<file path="src/rtl/frame_capture_ctrl.sv">
`timescale 1ns/1ps
// -----------------------------------------------------------------------------
// frame_capture_ctrl
//  Top-level sequencer for the OV7670 capture path. Waits out camera power-up,
//  kicks the SCCB init in cam_top, retries it on timeout, then gates pixel-BRAM
//  writes on whole-frame boundaries in continuous or snapshot mode.
//
//  Ports
//   i_top_clk      system clock
//   w_rst_btn_db   asynchronous active-low reset (debounced button)
//   i_auto_start   level, permits init once the power-up delay has elapsed
//   o_cam_start    1-cycle pulse to cam_top i_cam_start
//   i_cam_done     level, cam_top init complete
//   i_vsync_async  raw camera VSYNC, asynchronous to i_top_clk
//   i_mode_cont    1 = continuous capture, 0 = snapshot
//   i_snap_req     1-cycle pulse, request one new frame while holding
//   o_cap_en       BRAM write enable, only changes at frame boundaries
//   o_frame_cnt    completed captured frames, wraps
//   o_busy         1 during power-up wait and camera configuration
//   o_init_fail    sticky, init attempts exhausted
//   o_state        current state encoding for debug/LEDs
// -----------------------------------------------------------------------------
module frame_capture_ctrl #(
   parameter int unsigned PWRUP_DELAY_CYC  = 1_000_000,
   parameter int unsigned INIT_TIMEOUT_CYC = 5_000_000,
   parameter int unsigned MAX_RETRIES      = 3,
   parameter int unsigned CNT_W            = 16
) (
   input  logic             i_top_clk,
   input  logic             w_rst_btn_db,
   input  logic             i_auto_start,
   output logic             o_cam_start,
   input  logic             i_cam_done,
   input  logic             i_vsync_async,
   input  logic             i_mode_cont,
   input  logic             i_snap_req,
   output logic             o_cap_en,
   output logic [CNT_W-1:0] o_frame_cnt,
   output logic             o_busy,
   output logic             o_init_fail,
   output logic [2:0]       o_state
);

   localparam int unsigned PWR_W = (PWRUP_DELAY_CYC > 0) ? $clog2(PWRUP_DELAY_CYC + 1) : 1;
   localparam int unsigned TO_W  = (INIT_TIMEOUT_CYC > 1) ? $clog2(INIT_TIMEOUT_CYC + 1) : 1;
   localparam int unsigned ATT_W = $clog2(MAX_RETRIES + 1);

   typedef enum logic [2:0] {
      ST_RST_WAIT  = 3'd0,
      ST_CFG_START = 3'd1,
      ST_CFG_WAIT  = 3'd2,
      ST_SYNC      = 3'd3,
      ST_CAPTURE   = 3'd4,
      ST_HOLD      = 3'd5,
      ST_ARM       = 3'd6,
      ST_FAIL      = 3'd7
   } state_t;

   state_t             r_state;
   logic [PWR_W-1:0]   r_pwr_cnt;
   logic [TO_W-1:0]    r_to_cnt;
   logic [ATT_W-1:0]   r_attempt_cnt;
   logic               r_cam_start;
   logic               r_cap_en;
   logic [CNT_W-1:0]   r_frame_cnt;
   logic               r_busy;
   logic               r_init_fail;

   logic               r_vs_meta;
   logic               r_vs_sync;
   logic               r_vs_prev;
   logic               r_vs_rise;

   // VSYNC synchroniser and rising-edge detect; r_vs_rise marks end of frame
   always_ff @(posedge i_top_clk or negedge w_rst_btn_db) begin
      if (!w_rst_btn_db) begin
         r_vs_meta <= 1'b0;
         r_vs_sync <= 1'b0;
         r_vs_prev <= 1'b0;
         r_vs_rise <= 1'b0;
      end else begin
         r_vs_meta <= i_vsync_async;
         r_vs_sync <= r_vs_meta;
         r_vs_prev <= r_vs_sync;
         r_vs_rise <= r_vs_sync & ~r_vs_prev;
      end
   end

   // Sequencer; outputs are updated on the same edge as the state they describe
   always_ff @(posedge i_top_clk or negedge w_rst_btn_db) begin
      if (!w_rst_btn_db) begin
         r_state       <= ST_RST_WAIT;
         r_pwr_cnt     <= '0;
         r_to_cnt      <= '0;
         r_attempt_cnt <= '0;
         r_cam_start   <= 1'b0;
         r_cap_en      <= 1'b0;
         r_frame_cnt   <= '0;
         r_busy        <= 1'b1;
         r_init_fail   <= 1'b0;
      end else begin
         r_cam_start <= 1'b0;
         case (r_state)
            ST_RST_WAIT: begin
               if (r_pwr_cnt != PWR_W'(PWRUP_DELAY_CYC)) begin
                  r_pwr_cnt <= r_pwr_cnt + PWR_W'(1);
               end else if (i_auto_start) begin
                  r_state     <= ST_CFG_START;
                  r_cam_start <= 1'b1;
               end
            end

            ST_CFG_START: begin
               r_attempt_cnt <= r_attempt_cnt + ATT_W'(1);
               r_to_cnt      <= '0;
               r_state       <= ST_CFG_WAIT;
            end

            ST_CFG_WAIT: begin
               // done wins over a timeout landing on the same cycle
               if (i_cam_done) begin
                  r_state <= ST_SYNC;
                  r_busy  <= 1'b0;
               end else if (r_to_cnt == TO_W'(INIT_TIMEOUT_CYC - 1)) begin
                  if (r_attempt_cnt == ATT_W'(MAX_RETRIES)) begin
                     r_state     <= ST_FAIL;
                     r_busy      <= 1'b0;
                     r_init_fail <= 1'b1;
                  end else begin
                     r_state     <= ST_CFG_START;
                     r_cam_start <= 1'b1;
                  end
               end else begin
                  r_to_cnt <= r_to_cnt + TO_W'(1);
               end
            end

            // partial frame in flight after init is discarded
            ST_SYNC: begin
               if (r_vs_rise) begin
                  r_state  <= ST_CAPTURE;
                  r_cap_en <= 1'b1;
               end
            end

            ST_CAPTURE: begin
               if (r_vs_rise) begin
                  r_frame_cnt <= r_frame_cnt + CNT_W'(1);
                  if (!i_mode_cont) begin
                     r_state  <= ST_HOLD;
                     r_cap_en <= 1'b0;
                  end
               end
            end

            // a frame edge coinciding with the request is not used to start capture
            ST_HOLD: begin
               if (i_snap_req || i_mode_cont) begin
                  r_state <= ST_ARM;
               end
            end

            ST_ARM: begin
               if (r_vs_rise) begin
                  r_state  <= ST_CAPTURE;
                  r_cap_en <= 1'b1;
               end
            end

            ST_FAIL: begin
               r_cap_en <= 1'b0;
            end

            default: begin
               r_state     <= ST_FAIL;
               r_cap_en    <= 1'b0;
               r_busy      <= 1'b0;
               r_init_fail <= 1'b1;
            end
         endcase
      end
   end

   assign o_cam_start = r_cam_start;
   assign o_cap_en    = r_cap_en;
   assign o_frame_cnt = r_frame_cnt;
   assign o_busy      = r_busy;
   assign o_init_fail = r_init_fail;
   assign o_state     = r_state;

endmodule

</file>
<file path="config.mk">
export PLATFORM = sky130hd
export DESIGN_NAME = frame_capture_ctrl
export DESIGN_NICKNAME = d
export VERILOG_FILES = /design/src/rtl/frame_capture_ctrl.sv
export SDC_FILE = /design/constraint.sdc
export NUM_CORES = 1
export LEC_CHECK = 0
export CAP_MARGIN = 20
export CORE_MARGIN = 3
export CORE_UTILIZATION = 44
export CTS_CLUSTER_SIZE = 20
export DETAILED_ROUTE_END_ITERATION = 10
export RECOVER_POWER = 100
export SYNTH_ARGS = -nofsm -noshare
export SYNTH_HDL_FRONTEND = slang
export SYNTH_SLANG_ARGS = --single-unit
</file>
<file path="constraint.sdc">
create_clock -name i_top_clk -period 2.4 [get_ports i_top_clk]
set_input_delay 0.36 -clock i_top_clk [delete_from_list [all_inputs] [get_ports i_top_clk]]
set_output_delay 0.36 -clock i_top_clk [all_outputs]
set_load 0.005 [all_outputs]
</file>
### Word-level counts from Yosys, hierarchy flattened

Index checks and enable logic that the tools add are counted.

| storage, ports and cells | value |
|---|---|
| output and inout bits | 23 |
| register bits after elaboration | 72 |

| cells by class | value |
|---|---|
| reductions and logical operators | 15 |
| multiplexer cells | 26 |
| equality and inequality tests | 19 |
| bitwise operators | 3 |
| add/sub/neg operators | 4 |

Operators by type and width:

| kind | number |
|---|---|
| two-way mux 23 bit | 2 |
| case mux 23 bit (2 select lines) | 1 |
| two-way mux 3 bit | 9 |
| adder 23 x 1 -> 23 bit (second input constant) | 1 |
| == test 23 bit (second input constant) | 1 |
| adder 20 x 1 -> 20 bit (second input constant) | 1 |
| inequality test 20 bit (second input constant) | 1 |
| case mux 3 bit (6 select lines) | 1 |
| adder 16 x 1 -> 16 bit (second input constant) | 1 |
| inequality test 2 bit (second input constant) | 7 |
| == test 3 bit (second input constant) | 4 |
| two-way mux 1 bit | 11 |
| AND reduction 4 bit | 2 |
| AND reduction 8 bit | 1 |
| == test 3 x 2 -> 1 bit (second input constant) | 2 |
| AND reduction 3 bit | 2 |
| nonzero test 2 bit | 3 |
| nonzero test 6 bit | 1 |
| AND reduction 2 bit | 2 |
| == test 3 x 1 -> 1 bit (second input constant) | 1 |
| zero test 3 bit | 1 |
| inequality test 3 bit (second input constant) | 1 |
| case mux 1 bit (3 select lines) | 1 |
| nonzero test 3 bit | 1 |
| other kinds (8) | 9 |

### Longest topological paths before layout

| depth | value |
|---|---|
| depth after elaboration | 5 |
| mapped depth | 7 |

### Worst setup path before layout

Ideal clock, no wire load.

| path | value |
|---|---|
| kind | flip-flop to flip-flop |
| start point | register r_to_cnt[0] |
| end point | register r_to_cnt[19] |
| setup time | 0.137 ns |
| path buffers | 1 |
| clock period less this slack | 1.902 ns |
| slack | 0.498 ns |
| data arrival time | 1.765 ns |
| stages on the path, launching flop included | 8 |
| data required time | 2.263 ns |
| path through | dfrtp_1 -> ha_1 -> nand2_1 -> or4_4 -> buf_6 -> o2111ai_4 -> or3_2 -> a21oi_1 |

| between the ends | value |
|---|---|
| cells in the longest elaborated chain, start to end | 4 |
| elaborated cells on any way between the ends | 7 |
| those cells by class | add/sub: 1; eq/ne: 2; mux: 3; reduce/logical: 1 |

RTL lines:

| item | RTL line | RTL |
|---|---|---|
| start: declaration | 61 | `logic [TO_W-1:0] r_to_cnt;` |
| start signal: assignment | 134 | `r_to_cnt <= r_to_cnt + TO_W'(1);` |
| adder 23 x 1 -> 23 bit | 134 |  |
| two-way mux 23 bit | 124 | `end else if (r_to_cnt == TO_W'(INIT_TIMEOUT_CYC - 1)) begin` |
| two-way mux 23 bit | 121 | `if (i_cam_done) begin` |
| case mux 23 bit (2 select lines) | 103 | `case (r_state)` |

Several ways; a longest one is shown, not always the timed one. The select of a mux whose other input is x is not followed.
A chain may end at the register's enable or synchronous reset.

### Worst setup path in the final report

| path | value |
|---|---|
| start point | register r_state[1] (netlist: o_state[1]) |
| end point | output o_state[1] |

RTL lines:

| item | RTL line | RTL |
|---|---|---|
| start: declaration | 59 | `state_t r_state;` |
| start signal: assignment | 92 | `r_state <= ST_RST_WAIT;` |
| start signal: assignment | 108 | `r_state <= ST_CFG_START;` |
| start signal: assignment | 116 | `r_state <= ST_CFG_WAIT;` |
| end: declaration | 41 | `output logic [2:0] o_state` |

No word-level cell between the ends.

==> results.cfg <==
[die]
start_util = 0.457
core_area_sq_mm = 0.00781
die_area_sq_mm = 0.00923
ios = 30
dieWidth_um = 96.1
rows = 32
die_h_um = 96.1

[clock_tree]
cts_buffers = 9
holdBufCountCts = 0
cts_buffer_depth = 2
clock_latency_ns = 0.34
cts_resized = 0
cts_max_level = 3
cts_root_buf = clkbuf_8
clk_pin_slew_ns = 0.08
cts_sinks = 72
cts_setup_buffers = 0
tritoncts = done

[setup_path]
cp.required_ns = 2.04
end_kind = output port
crit_path_start_kind = register
path_cells = clkbuf_1 > dlygate4sd3_1
crit_buf_inv = 2
worst-path-max-fanout = 12
critPathSlowestCell = dlygate4sd3_1
critPathKind = reg -> out
cpLargestDelayFamily = buffers and inverters
arrival_ns = 1.86
critPathMaxStageDelay_ns = 0.65

[route]
wirelength_um = 7100
drtIter0Drc = 143
dr.pass1.iters = 4
wl_per_cell_um = 14.6
viasPerCell = 5.43
drc = 0
detail-route-antenna-nets = 0
vias = 2633

[sta]
rsz0062_at_grt = no
fin_crit_sh = 0.925
fin_skew_ns = 0.00608
tightest_slew_ns = 1.80
finalMaxSlewViolations = 73
setup_viol = 0
final_hold_viol_count = 0
relSlewSlack = -0.198
timing.fmax_ghz = 0.451
setup_tns_ns = 0
period_needed_ns = 2.22

[synth]
synth_cells = 336
syn_area_sq_mm = 0.00357
synthFlopType = dfrtp_1
async_reset_ff_frac = 1.00
synth.most_common_cell = dfrtp_1
yosysTopAreaCell = dfrtp_1
synth.avg_cell_area_sq_um = 10.6
netlist_top_cells_area = dfrtp_1 (50%), xnor2_1 (7.9%), xor2_1 (3.2%)
ys_seq_area_frac = 0.505
netlist_top_cells_count = dfrtp_1 (71), xnor2_1 (32), nand2_1 (25), nor2_1 (25), nand3_1 (21)
synth_edf_count = 0
ys_ff_latch = 72
synth_cell_types = 59
ys_warn_count = 0
syn_nets = 348
synth_top_area_frac = 0.498

[global_route]
grt_pass1_wl_um = 12100
grt_pass1_vias = 2478
overflow = 0
grt_start_max_net_pins = 73
grt_usage = 0.168
antenna_found_initial = 0

[status]
violations = max-capacitance violations, max-slew violations
status = finished, violations left

[worst_hold_path]
hp-class = reg -> reg

[layout]
syn_to_final_growth_pct = 18.7
design_area_sq_mm = 0.00424
final_nets = 390
n_antenna_cell = 0
drive_above_1_share = 0.0992
nFillCells = 723

[flow_run]
cap_viol_max_count = 1

[pwr]
vdd_drop_max_mv = 0.284
powerDensity_mw_per_mm2 = 553
p_leak_nw = 1.87

[place]
io_buffers = 29
dpl.hpwl_um = 4880
gp_congestion = 0.781
dpl_cell_area_sq_mm = 0.00404
worst reg2reg max path, delay by kind of cell (launching register included):
family                   cells  cell delay (ns)
AND/OR/NAND/NOR              3             0.76
XOR/XNOR                     1             0.16
AO/OA/AOI/OAI                1             0.29
buffers and inverters        1             0.22
flip-flops                   1             0.41
adder cells (fa/ha/maj)      1             0.22
layer usage:
layer  up-vias  track usage  part of all wire
met2        45        0.236              0.46
met3         6       0.0399             0.035
met5         -            0                 0
met4         0       0.0557            0.0079
met1      1278        0.252              0.50
li1       1304            -                 -
layout make-up:
| cell class | instances | area [sq um] | area share |
|---|---|---|---|
| Clock buffer | 11 | 151 | 0.0357 |
| Clock inverter | 5 | 78.8 | 0.0186 |
| Inverter | 15 | 56.3 | 0.0133 |
| Multi-Input combinational cell | 239 | 1650 | 0.390 |
| Sequential cell | 72 | 1800 | 0.426 |
| Tap cell | 102 | 128 | 0.0301 |
| Timing Repair Buffer | 41 | 365 | 0.0862 |
per-stage QoR:
step | utilization | setup slack [ns] | power [mW] | instances | hold WS, ns
after floorplan | - | 0.498 | 1.24 | 336 | 0.0644
after detailed placement | 0.517 | 0.171 | 1.28 | 469 | 0.344
after CTS | 0.547 | 0.280 | 2.38 | 485 | 0.179
final | 0.543 | 0.181 | 2.34 | 485 | 0.360
after global placement | 0.517 | 0.216 | 1.28 | 469 | 0.342
after global routing | 0.543 | 0.0719 | 2.42 | 485 | 0.367
where the power goes:
| group | leakage, nW | total [mW] | switching (mW) | internal, mW |
|---|---|---|---|---|
| clock | 0.119 | 1.09 | 0.449 | 0.641 |
| combinational | 0.799 | 0.0362 | 0.0273 | 0.00881 |
| sequential | 0.948 | 1.22 | 0.00190 | 1.22 |
kinds of logic (layout without fill, tap and decap cells):
kind of cell             count (synthesis)  after routing  share of synthesized area
AO/OA/AOI/OAI                           51             51                      0.112
flip-flops                              72             72                      0.505
buffers and inverters                   25             72                     0.0302
XOR/XNOR                                45             45                      0.110
multiplexers                             2              2                    0.00631
adder cells (fa/ha/maj)                  5              5                     0.0175
AND/OR/NAND/NOR                        136            136                      0.218
final timing paths:
check | start | end | slack, ns | cells after the start
worst max-delay path | o_state[1]$_DFFE_PN0P_ | o_state[1] | 0.18 | 2
worst min-delay path | r_vs_meta$_DFF_PN0_ | r_vs_sync$_DFF_PN0_ | 0.36 | 0
worst max register to register | r_to_cnt[0]$_DFFE_PN0P_ | r_to_cnt[10]$_DFFE_PN0P_ | 0.21 | 7
worst min register to register | r_vs_meta$_DFF_PN0_ | r_vs_sync$_DFF_PN0_ | 0.36 | 0
max in group asynchronous | w_rst_btn_db | r_to_cnt[10]$_DFFE_PN0P_ | 0.83 | 1
min in group asynchronous | w_rst_btn_db | r_to_cnt[4]$_DFFE_PN0P_ | 0.49 | 1
registers in the layout, indices dropped and copies added, names as in the netlist:
signal / flops
r_to_cnt: 23
r_pwr_cnt: 20
o_frame_cnt: 16
o_state: 3
r_attempt_cnt: 2
o_busy: 1
o_cam_start: 1
o_cap_en: 1
o_init_fail: 1
r_vs_meta: 1
r_vs_prev: 1
r_vs_rise: 1
r_vs_sync: 1
cells in the final DEF (no fill, tap or decap), drive strengths merged, types with 2 or more instances in the layout:
master	count
and3	8
xnor2	32
and2	4
clkdlybuf4s50	5
nor2b	3
o211ai	6
nor4	6
ha	5
or2	2
nand4	14
or3	2
nor3b	2
bufinv	2
o31ai	6
nand2	25
o21ai	8
or4	5
nand3	22
clkinv	3
o21a	3
xor2	13
dfrtp	71
a311oi	2
clkbuf	18
o2111ai	6
and4	4
nand2b	2
dlygate4sd3	23
o22ai	2
nor2	25
nor3	6
a21oi	7
mux2	2
inv	15
nor4b	3
buf	6
(Power assumes the default switching activity.)
